==> src/rtl/bcd_pkg.sv <==
// Shared definitions for the digit-serial BCD-to-binary converter:
// digit width, FSM encoding, result-width helper and digit validity check.
package bcd_pkg;

    localparam int BCD_DIGIT_W = 4;
    localparam int MAX_NDIG    = 9;
    localparam int BCD_MAX_W   = BCD_DIGIT_W * MAX_NDIG;

    typedef enum logic [1:0] {
        IDLE = 2'd0,
        OP   = 2'd1,
        DONE = 2'd2
    } state_t;

    // ceil(log2(10^ndig)): smallest width that holds every ndig-digit decimal.
    function automatic int bin_width(input int ndig);
        longint p;
        longint one;
        int     w;
        p   = 1;
        one = 1;
        for (int i = 0; i < ndig; i++) begin
            p = p * 10;
        end
        w = 0;
        while ((one << w) < p) begin
            w = w + 1;
        end
        return w;
    endfunction

    // 1 when every one of the low ndig digits of word is in 0..9.
    function automatic logic bcd_valid(input logic [BCD_MAX_W-1:0] word, input int ndig);
        logic ok;
        ok = 1'b1;
        for (int i = 0; i < MAX_NDIG; i++) begin
            if (i < ndig && word[BCD_DIGIT_W*i +: BCD_DIGIT_W] > 4'd9) begin
                ok = 1'b0;
            end
        end
        return ok;
    endfunction

endpackage

==> src/rtl/bcd2bin_seq_if.sv <==
// Request/result bundle of the BCD-to-binary converter.
//
// Handshake: the requester raises start with bcd stable; the converter takes
// the request on the first rising edge where start=1 and ready=1, and bcd is
// sampled only on that edge. done_tick pulses for one cycle in the cycle where
// bin/err first show the new result; bin/err then hold until the next result.
interface bcd2bin_seq_if #(
    parameter int NDIG  = 4,
    parameter int BIN_W = bcd_pkg::bin_width(NDIG)
);
    logic                                start;
    logic [bcd_pkg::BCD_DIGIT_W*NDIG-1:0] bcd;
    logic [BIN_W-1:0]                    bin;
    logic                                err;
    logic                                ready;
    logic                                done_tick;

    modport master (
        output start, bcd,
        input  bin, err, ready, done_tick
    );

    modport slave (
        input  start, bcd,
        output bin, err, ready, done_tick
    );
endinterface

==> src/rtl/bcd_mac10.sv <==
// Combinational multiply-by-ten-and-add step: result = acc*10 + digit,
// built from shifts so no multiplier is needed.
module bcd_mac10 #(
    parameter int BIN_W = 14
) (
    input  logic [BIN_W-1:0] acc,
    input  logic [3:0]       digit,
    output logic [BIN_W-1:0] result
);
    // acc*10 = acc*8 + acc*2; the caller guarantees the true result fits BIN_W
    always_comb begin
        result = (acc << 3) + (acc << 1) + BIN_W'(digit);
    end
endmodule

==> src/rtl/bcd2bin_seq.sv <==
// Digit-serial BCD-to-binary converter: one digit per clock, most significant
// digit first. Invalid digits (>9) are caught at request time and produce an
// immediate error result with bin forced to 0.
module bcd2bin_seq
    import bcd_pkg::*;
#(
    parameter int NDIG = 4
) (
    input  logic         clk,
    input  logic         rst_n,
    bcd2bin_seq_if.slave bus,
    output state_t       dbg_state
);
    localparam int BIN_W = bin_width(NDIG);
    localparam int BCD_W = BCD_DIGIT_W * NDIG;
    localparam int CNT_W = 4;

    state_t           state_q, state_d;
    logic [BIN_W-1:0] acc_q, acc_d;
    logic [CNT_W-1:0] cnt_q, cnt_d;
    logic [BCD_W-1:0] bcd_q, bcd_d;
    logic [BIN_W-1:0] bin_q, bin_d;
    logic             err_q, err_d;

    logic [3:0]           digit;
    logic [BIN_W-1:0]     mac_out;
    logic [BCD_MAX_W-1:0] bcd_ext;

    assign bcd_ext = BCD_MAX_W'(bus.bcd);

    // pick the digit addressed by the down-counter (MSD first)
    always_comb begin
        digit = '0;
        for (int i = 0; i < NDIG; i++) begin
            if (cnt_q == CNT_W'(i)) begin
                digit = bcd_q[BCD_DIGIT_W*i +: BCD_DIGIT_W];
            end
        end
    end

    bcd_mac10 #(.BIN_W(BIN_W)) u_mac (
        .acc    (acc_q),
        .digit  (digit),
        .result (mac_out)
    );

    // next-state and datapath update for the IDLE -> OP -> DONE sequence
    always_comb begin
        state_d = state_q;
        acc_d   = acc_q;
        cnt_d   = cnt_q;
        bcd_d   = bcd_q;
        bin_d   = bin_q;
        err_d   = err_q;
        unique case (state_q)
            IDLE: begin
                if (bus.start) begin
                    bcd_d = bus.bcd;
                    if (!bcd_valid(bcd_ext, NDIG)) begin
                        err_d   = 1'b1;
                        bin_d   = '0;
                        state_d = DONE;
                    end else begin
                        acc_d   = '0;
                        cnt_d   = CNT_W'(NDIG - 1);
                        state_d = OP;
                    end
                end
            end
            OP: begin
                acc_d = mac_out;
                cnt_d = cnt_q - 1'b1;
                if (cnt_q == '0) begin
                    bin_d   = mac_out;
                    err_d   = 1'b0;
                    state_d = DONE;
                end
            end
            DONE: begin
                state_d = IDLE;
            end
            default: begin
                state_d = IDLE;
            end
        endcase
    end

    // state and datapath registers; reset aborts any conversion in flight
    always_ff @(posedge clk or negedge rst_n) begin
        if (!rst_n) begin
            state_q <= IDLE;
            acc_q   <= '0;
            cnt_q   <= '0;
            bcd_q   <= '0;
            bin_q   <= '0;
            err_q   <= 1'b0;
        end else begin
            state_q <= state_d;
            acc_q   <= acc_d;
            cnt_q   <= cnt_d;
            bcd_q   <= bcd_d;
            bin_q   <= bin_d;
            err_q   <= err_d;
        end
    end

    assign bus.bin       = bin_q;
    assign bus.err       = err_q;
    assign bus.ready     = (state_q == IDLE);
    assign bus.done_tick = (state_q == DONE);
    assign dbg_state     = state_q;

endmodule

==> src/flat_wrapper.sv <==
// flat-port wrapper written by rule: the top's interface ports become plain ports
module bcd2bin_seq_flat import bcd_pkg::*;
#(
    parameter int NDIG = 4
)
  (clk, rst_n, dbg_state, bus_start, bus_bcd, bus_bin, bus_err, bus_ready, bus_done_tick);
  bcd2bin_seq_if #(.NDIG(NDIG)) bus_i ();
  input  logic clk;
  input  logic rst_n;
  output state_t dbg_state;
  input wire logic [$bits(bus_i.start)-1:0] bus_start;
  input wire logic [$bits(bus_i.bcd)-1:0] bus_bcd;
  output wire logic [$bits(bus_i.bin)-1:0] bus_bin;
  output wire logic [$bits(bus_i.err)-1:0] bus_err;
  output wire logic [$bits(bus_i.ready)-1:0] bus_ready;
  output wire logic [$bits(bus_i.done_tick)-1:0] bus_done_tick;
  assign bus_i.start = bus_start;
  assign bus_i.bcd = bus_bcd;
  assign bus_bin = bus_i.bin;
  assign bus_err = bus_i.err;
  assign bus_ready = bus_i.ready;
  assign bus_done_tick = bus_i.done_tick;
  bcd2bin_seq #(.NDIG(NDIG)) u_core (.clk(clk), .rst_n(rst_n), .bus(bus_i), .dbg_state(dbg_state));
endmodule
==> config.mk <==
export PLATFORM = sky130hd
export DESIGN_NAME = bcd2bin_seq_flat
export DESIGN_NICKNAME = d
export VERILOG_FILES = /design/src/rtl/bcd_pkg.sv /design/src/rtl/bcd2bin_seq_if.sv /design/src/rtl/bcd_mac10.sv /design/src/rtl/bcd2bin_seq.sv /design/src/flat_wrapper.sv
export SDC_FILE = /design/constraint.sdc
export NUM_CORES = 1
export LEC_CHECK = 0
export BUFFER_PORTS_ARGS = -buffer_cell sky130_fd_sc_hd__buf_4
export CAP_MARGIN = 25
export CORE_MARGIN = 2
export CORE_UTILIZATION = 40
export CTS_BUF_LIST = sky130_fd_sc_hd__clkbuf_16
export DETAILED_ROUTE_END_ITERATION = 7
export GPL_TIMING_DRIVEN = 0
export PLACE_DENSITY_LB_ADDON = 0.3
export SLEW_MARGIN = 20
export SYNTH_ARGS = -nofsm -noshare
export SYNTH_HDL_FRONTEND = slang
export SYNTH_SLANG_ARGS = --single-unit
==> constraint.sdc <==
create_clock -name clk -period 3.54 [get_ports clk]
set_input_delay 0.354 -clock clk [delete_from_list [all_inputs] [get_ports clk]]
set_output_delay 0.354 -clock clk [all_outputs]
set_load 0.1 [all_outputs]
# Word-level counts from Yosys, hierarchy flattened
# Cells that the tools add are included.
dict set report totals {
  register_bits 50
  in_bits 19
  word_cells 57
}
dict set report op_classes {
  add_sub_neg 3
  order_cmp 4
  n_eq_ne 9
  n_mux 28
  reduce_logical 7
}
# op count
set ops {}
lappend ops {{$mux W14} 3}
lappend ops {{$pmux W14 S2} 1}
lappend ops {{$mux W13} 2}
lappend ops {{$pmux W13 S2} 1}
lappend ops {{$mux W4} 6}
lappend ops {{$gt A4 B4 Y1 const B} 4}
lappend ops {{$add A14 B14 Y14} 1}
lappend ops {{$add A14 B4 Y14} 1}
lappend ops {{$mux W1} 9}
lappend ops {{$eq A4 B2 Y1 const B} 2}
lappend ops {{$pmux W4 S2} 1}
lappend ops {{$mux W2} 3}
lappend ops {{$eq A4 B1 Y1 const B} 1}
lappend ops {{$logic_not A4 Y1} 1}
lappend ops {{$ne A2 B1 Y1 const B} 2}
lappend ops {{$ne A2 B2 Y1 const B} 2}
lappend ops {{$pmux W2 S2} 1}
lappend ops {{$reduce_and A2 Y1} 2}
lappend ops {{$reduce_and A4 Y1} 1}
lappend ops {{$sub A4 B1 Y4 const B} 1}
lappend ops {{$reduce_and A3 Y1} 1}
lappend ops {{$eq A2 B1 Y1 const B} 1}
lappend ops {{$eq A2 B2 Y1 const B} 1}
lappend ops {{$logic_not A2 Y1} 1}
lappend ops {{2 further kinds} 2}

# Longest topological paths before layout
dict set report logic_depth {
  depth_word 10
  mapped_depth 16
  ltp_nobuf 15
}

# Modules after synthesis
# From an unflattened synthesis, not the netlist that was laid out.
dict set report hier_totals {
  cells_unflattened 292
  area_unflattened_um2 3095.5
}
# module n_inst cells_each area_each_um2
set modules_own_cells {}
lappend modules_own_cells {bcd2bin_seq 1 217 2439.8}
lappend modules_own_cells {bcd_mac10 1 75 655.6}

# Least setup slack after synthesis
# Ideal clock, no wire load.
dict set report synth_timing {
  path_type {reg2reg}
  from {register u_core.state_q[0], in the netlist u_core.dbg_state[0]}
  to {register u_core.bcd_q[10]}
  setup_ns 0.125
  t_arrival_ns 3.239
  slack_ns 0.176
  path_stages_with_launch 6
  n_path_buf 2
  period_less_slack_ns 3.364
  cell_sequence {dfrtp_1 nor2_1 and2_1 buf_2 buf_2 mux2_2}
}
dict set report synth_via {
  elab_chain_cells 2
}
# element line_no
set synth_rtl {}
lappend synth_rtl {{from (decl)} bcd2bin_seq.sv:18} ;# state_t state_q, state_d;
lappend synth_rtl {{from (signal assigned)} bcd2bin_seq.sv:98} ;# state_q <= state_d;
lappend synth_rtl {{$logic_not A2 Y1} -}
lappend synth_rtl {{via bus_ready} flat_wrapper.sv:15} ;# output wire logic [$bits(bus_i.ready)-1:0] bus_ready;
lappend synth_rtl {{$reduce_and A2 Y1 (no source line)} -}
lappend synth_rtl {{to (signal assigned)} bcd2bin_seq.sv:94} ;# bcd_q <= '0;
lappend synth_rtl {{to (signal assigned)} bcd2bin_seq.sv:101} ;# bcd_q <= bcd_d;
lappend synth_rtl {{to (decl)} bcd2bin_seq.sv:21} ;# logic [BCD_W-1:0] bcd_q, bcd_d;
# The timed path passes the listed nets, and every way through them passes these cells.
# A chain may end at the register's enable or synchronous reset.

# Worst setup path after layout
dict set report layout_timing {
  from {register u_core.cnt_q[0]}
  to {register u_core.acc_q[11]}
}
dict set report layout_via {
  elab_chain_cells 7
  word_cells_on_any_way 10
  cone_classes {add/sub: 1; eq/ne: 3; mux: 5; reduce/logical: 1}
}
# element line_no
set layout_rtl {}
lappend layout_rtl {{from (decl)} bcd2bin_seq.sv:20} ;# logic [CNT_W-1:0] cnt_q, cnt_d;
lappend layout_rtl {{from (signal assigned)} bcd2bin_seq.sv:100} ;# cnt_q <= cnt_d;
lappend layout_rtl {{$logic_not A4 Y1} bcd2bin_seq.sv:35} ;# if (cnt_q == CNT_W'(i)) begin
lappend layout_rtl {{$mux W4 (3 in a row)} bcd2bin_seq.sv:35}
lappend layout_rtl {{$mux W4 (*)} bcd2bin_seq.sv:35}
lappend layout_rtl {{$add A14 B4 Y14 (*)} bcd_mac10.sv:12} ;# result = (acc << 3) + (acc << 1) + BIN_W'(digit);
lappend layout_rtl {{$pmux W13 S2 (*)} bcd2bin_seq.sv:55} ;# unique case (state_q)
lappend layout_rtl {{to (signal assigned)} bcd2bin_seq.sv:92} ;# acc_q <= '0;
lappend layout_rtl {{to (signal assigned)} bcd2bin_seq.sv:99} ;# acc_q <= acc_d;
lappend layout_rtl {{to (decl)} bcd2bin_seq.sv:19} ;# logic [BIN_W-1:0] acc_q, acc_d;
# Every way passes the cells marked *; elsewhere a longest branch is shown, timed or not.

==> key figures <==
Placed design
  – Hpwl dp: 4710 µm
  – Port Buf Inserts: 37
  – GPL Wtd Cong: 0.859

Power and ir drop
  – PD cells: 952 nW/µm²
  – Switching Fraction: 0.482
  – Clock network fraction of total power: 0.140
  – Comb power frac: 0.571
  – Worst VDD drop: 0.529 mV
  – P_int: 0.00170 W
  – Power Total: 0.00329 W
  – Total leakage power: 1.66 nW
  – Sequential Power Share: 0.289
  – Psw: 0.00159 W

STA
  – Minimum clock period: 3360 ps
  – Final Hold Vio Count: 0
  – F_max: 297 MHz
  – RSZ-0062 raised after global routing: yes
  – Setup Viol. Count Final: 0
  – Worst-margin pin slew: 691 ps
  – Period utilisation layout: 0.950
  – Worst hold slack: 90.7 ps
  – Max-slew violation count: 0
  – Rel. slew slack: 0.539
  – Clock Skew: 3.30 ps

Synth
  – Yosys Warn Count: 0
  – Synth Area in Simple Gates: 0.127
  – Most common cell in the netlist: dfrtp_1
  – Syn_area_per_cell: 10.5 µm²
  – Post-synth ARST share: 1.00
  – FF+latch count, synth: 50
  – Largest family of logic cells by synthesized area: compound AO/OA/AOI/OAI gates
  – Syn Nets: 316
  – Cell taking the most area after synthesis: dfrtp_1
  – Post-synth EDFFs: 0
  – Main flop type after synthesis: dfrtp_1
  – Mux cell area share after synthesis: 0.0721
  – Yosys cell types: 44
  – Commonest cells post-synth: 50 x dfrtp_1, 38 x nand2_1, 28 x o21ai_0
  – Area fraction in compound gates after synthesis: 0.173
  – Post-synth top area share: 0.445
  – Top post-synthesis cells by area: dfrtp_1 44%, ha_1 12%, mux2_2 7.2%
  – Mapped Area: 2810 µm²
  – Synth Area in XOR/XNOR: 0.0280
  – Cells after Synth: 269
  – Register area share after synthesis: 0.445
  – Adder-cell share of the synthesized area: 0.130

Clocking
  – CTS tree: yes
  – Root Buffer: clkbuf_16
  – Bufs on Longest Clock Path: 2
  – CTS Hold Bufs: 0
  – Max H-tree Level: 2
  – CTS buffer count: 5
  – Clock Pin Slew Worst Setup and Hold Paths: 70 ps
  – Worst skew pair latency: 290 ps
  – CTS sink count: 50

Route
  – Drt drc: 0
  – Post-route ant nets: 0
  – Iter 0 DRT Violations: 120
  – DR vias: 2,157
  – Total wire length: 6450 µm
  – 1st-pass router iterations: 4
  – WL per Instance: 15.6 µm
  – Average vias per placed instance: 5.22

GRT
  – First-pass GRT wire length: 10,600 µm
  – Largest net degree at the start of global routing: 51
  – Initial antenna violation count: 0
  – Congestion Overflow GR: 0
  – Vias in the first global route: 2,124
  – GRT Resource Usage Total: 0.179

Cells and area
  – Number of fill cells in the layout: 624
  – N_diodes: 0
  – Nets: 363
  – Area added between synthesis and finish: 22.8%
  – Share of cells above drive strength 1: 0.284

Critical path
  – CP max stage cell: fa_1
  – Reg2Reg Depth: 14
  – Critical Path AT: 3540 ps
  – Worst Path Required: 3720 ps
  – Crit path largest cell delay: 520 ps
  – Worst reg2reg startpoint: u_core.cnt_q[0]$_DFFE_PN0P_
  – Startpoint Class: flip-flop
  – Reg2reg setup slack: 180 ps
  – Reg2Reg Capture Point: u_core.acc_q[11]$_DFFE_PN0P_
  – Crit-path max FO: 8
  – Kind of critical path: flip-flop to flip-flop
  – CP cell instances: inv_2, ha_1, clkbuf_4, a21oi_1, a21oi_1, o21ai_1, and2_4, fa_1, ha_1, a21o_1, nand4_1, a211oi_2, or3_1, a32o_1
  – Critical Path End Type: flip-flop

Floorplanning
  – Core Area: 6790 µm²
  – Die area: 7720 µm²
  – Die Wd: 87.9 µm
  – Io pins: 38
  – Initial core utilization: 0.414
  – Die height: 87.9 µm
  – Cell row count: 30

Run
  – # Max-Cap Violations: 0

Min path
  – Worst min path class: input pin to async pin

Run status
  – Status: completed
-- kinds of logic (layout without fill, tap and decap cells) --
kind of cell	count (synthesis)	count (layout)
AND/OR/NAND/NOR	72	72
adder cells (fa/ha/maj)	28	28
AO/OA/AOI/OAI	75	75
multiplexers	18	18
flip-flops	50	50
XOR/XNOR	9	9
buffers and inverters	17	65
-- cell type report --
type / count / area (µm²) / area share
tap: 96 / 120 / 0.0348
clock buffer: 5 / 125 / 0.0362
multi-input combinational: 202 / 1570 / 0.453
inverter: 6 / 22.5 / 0.00652
buffer: 10 / 47.5 / 0.0138
timing repair buffer: 41 / 308 / 0.0891
sequential: 50 / 1250 / 0.363
clock inverter: 3 / 12.5 / 0.00362
-- what timing repair did --
item                                    4_1_cts  5_1_grt
hold endpoints to repair                      0        0
resized for setup                             6       16
endpoints found under the setup margin       10       10
setup buffers                                 3        1
pin swaps                                     1        6
-- how the worst max path moves through the flow --
stage	startpoint	end	cells after the start
final	u_core.cnt_q[0]$_DFFE_PN0P_	u_core.acc_q[11]$_DFFE_PN0P_	14
after global routing	u_core.cnt_q[0]$_DFFE_PN0P_	u_core.bus.bin[12]$_DFFE_PN0P_	14
after CTS	u_core.cnt_q[0]$_DFFE_PN0P_	u_core.acc_q[10]$_DFFE_PN0P_	14
after detailed placement	u_core.cnt_q[0]$_DFFE_PN0P_	u_core.acc_q[12]$_DFFE_PN0P_	15
after global placement	u_core.cnt_q[0]$_DFFE_PN0P_	u_core.bus.bin[12]$_DFFE_PN0P_	15
after floorplan	u_core.dbg_state[0]$_DFFE_PN0P_	u_core.bcd_q[10]$_DFFE_PN0P_	5
-- sequential cells by signal, summed over array words and instances, names as in the netlist --
| register | cells |
|---|---|
| u_core.acc_q | 13 |
| u_core.bus.err | 1 |
| u_core.dbg_state | 2 |
| u_core.bcd_q | 16 |
| u_core.bus.bin | 14 |
| u_core.cnt_q | 4 |
-- power by group through the flow --
stage | sequential [W] | clock [W] | combinational (W)
floorplan | 0.00130 | 0 | 0.000997
global route | 0.000979 | 0.000494 | 0.00205
global placement | 0.000947 | 0 | 0.00172
detailed placement | 0.000956 | 0 | 0.00176
CTS | 0.000944 | 0.000470 | 0.00181
finish | 0.000951 | 0.000461 | 0.00188
-- worst max-delay path: cells and delay by family (launching register included) --
family	cells	cell delay, ps
fa+ha+maj	3	970
compound gates	6	820
simple gates	3	710
flops	1	460
buf+inv	2	290
-- cell usage in the layout, fill, tap and decap left out, drive strengths merged, types with 2 or more instances in the layout --
cell / synthesis / final
xnor2: 7 / 7
and3: 3 / 3
a21oi: 17 / 17
nand3b: 4 / 4
fa: 2 / 2
inv: 6 / 7
o2bb2ai: 2 / 2
ha: 26 / 26
nand4: 6 / 6
nand2: 39 / 39
clkinv: 0 / 2
and2b: 2 / 2
a211oi: 4 / 4
o21ai: 28 / 28
xor2: 2 / 2
o31ai: 3 / 3
clkbuf: 4 / 9
nor2: 4 / 4
and2: 5 / 5
mux2: 18 / 18
dfrtp: 50 / 50
or3: 3 / 3
a21o: 7 / 7
a22o: 4 / 4
buf: 7 / 47
-- layer usage --
metal	up-vias	wire length, µm	track usage
met1	1019	3030	0.243
met2	49	3070	0.293
met3	13	230	0.0311
li1	1076	-	-
met5	-	0	0
met4	0	123	0.0545
-- through the flow --
stage	TNS (ps)	cell area [µm²]	util	cells	worst slack (ps)
2_1_floorplan	0	2810	-	269	176
3_3_place_gp	-1120	3210	0.473	402	-257
3_5_place_dp	-1500	3210	0.473	402	-292
4_1_cts	0	3400	0.501	412	41.2
5_1_grt	-49.0	3450	0.508	413	-25.3
6_report	0	3450	0.508	413	177
No activity file was read; power rests on OpenSTA's default activity.
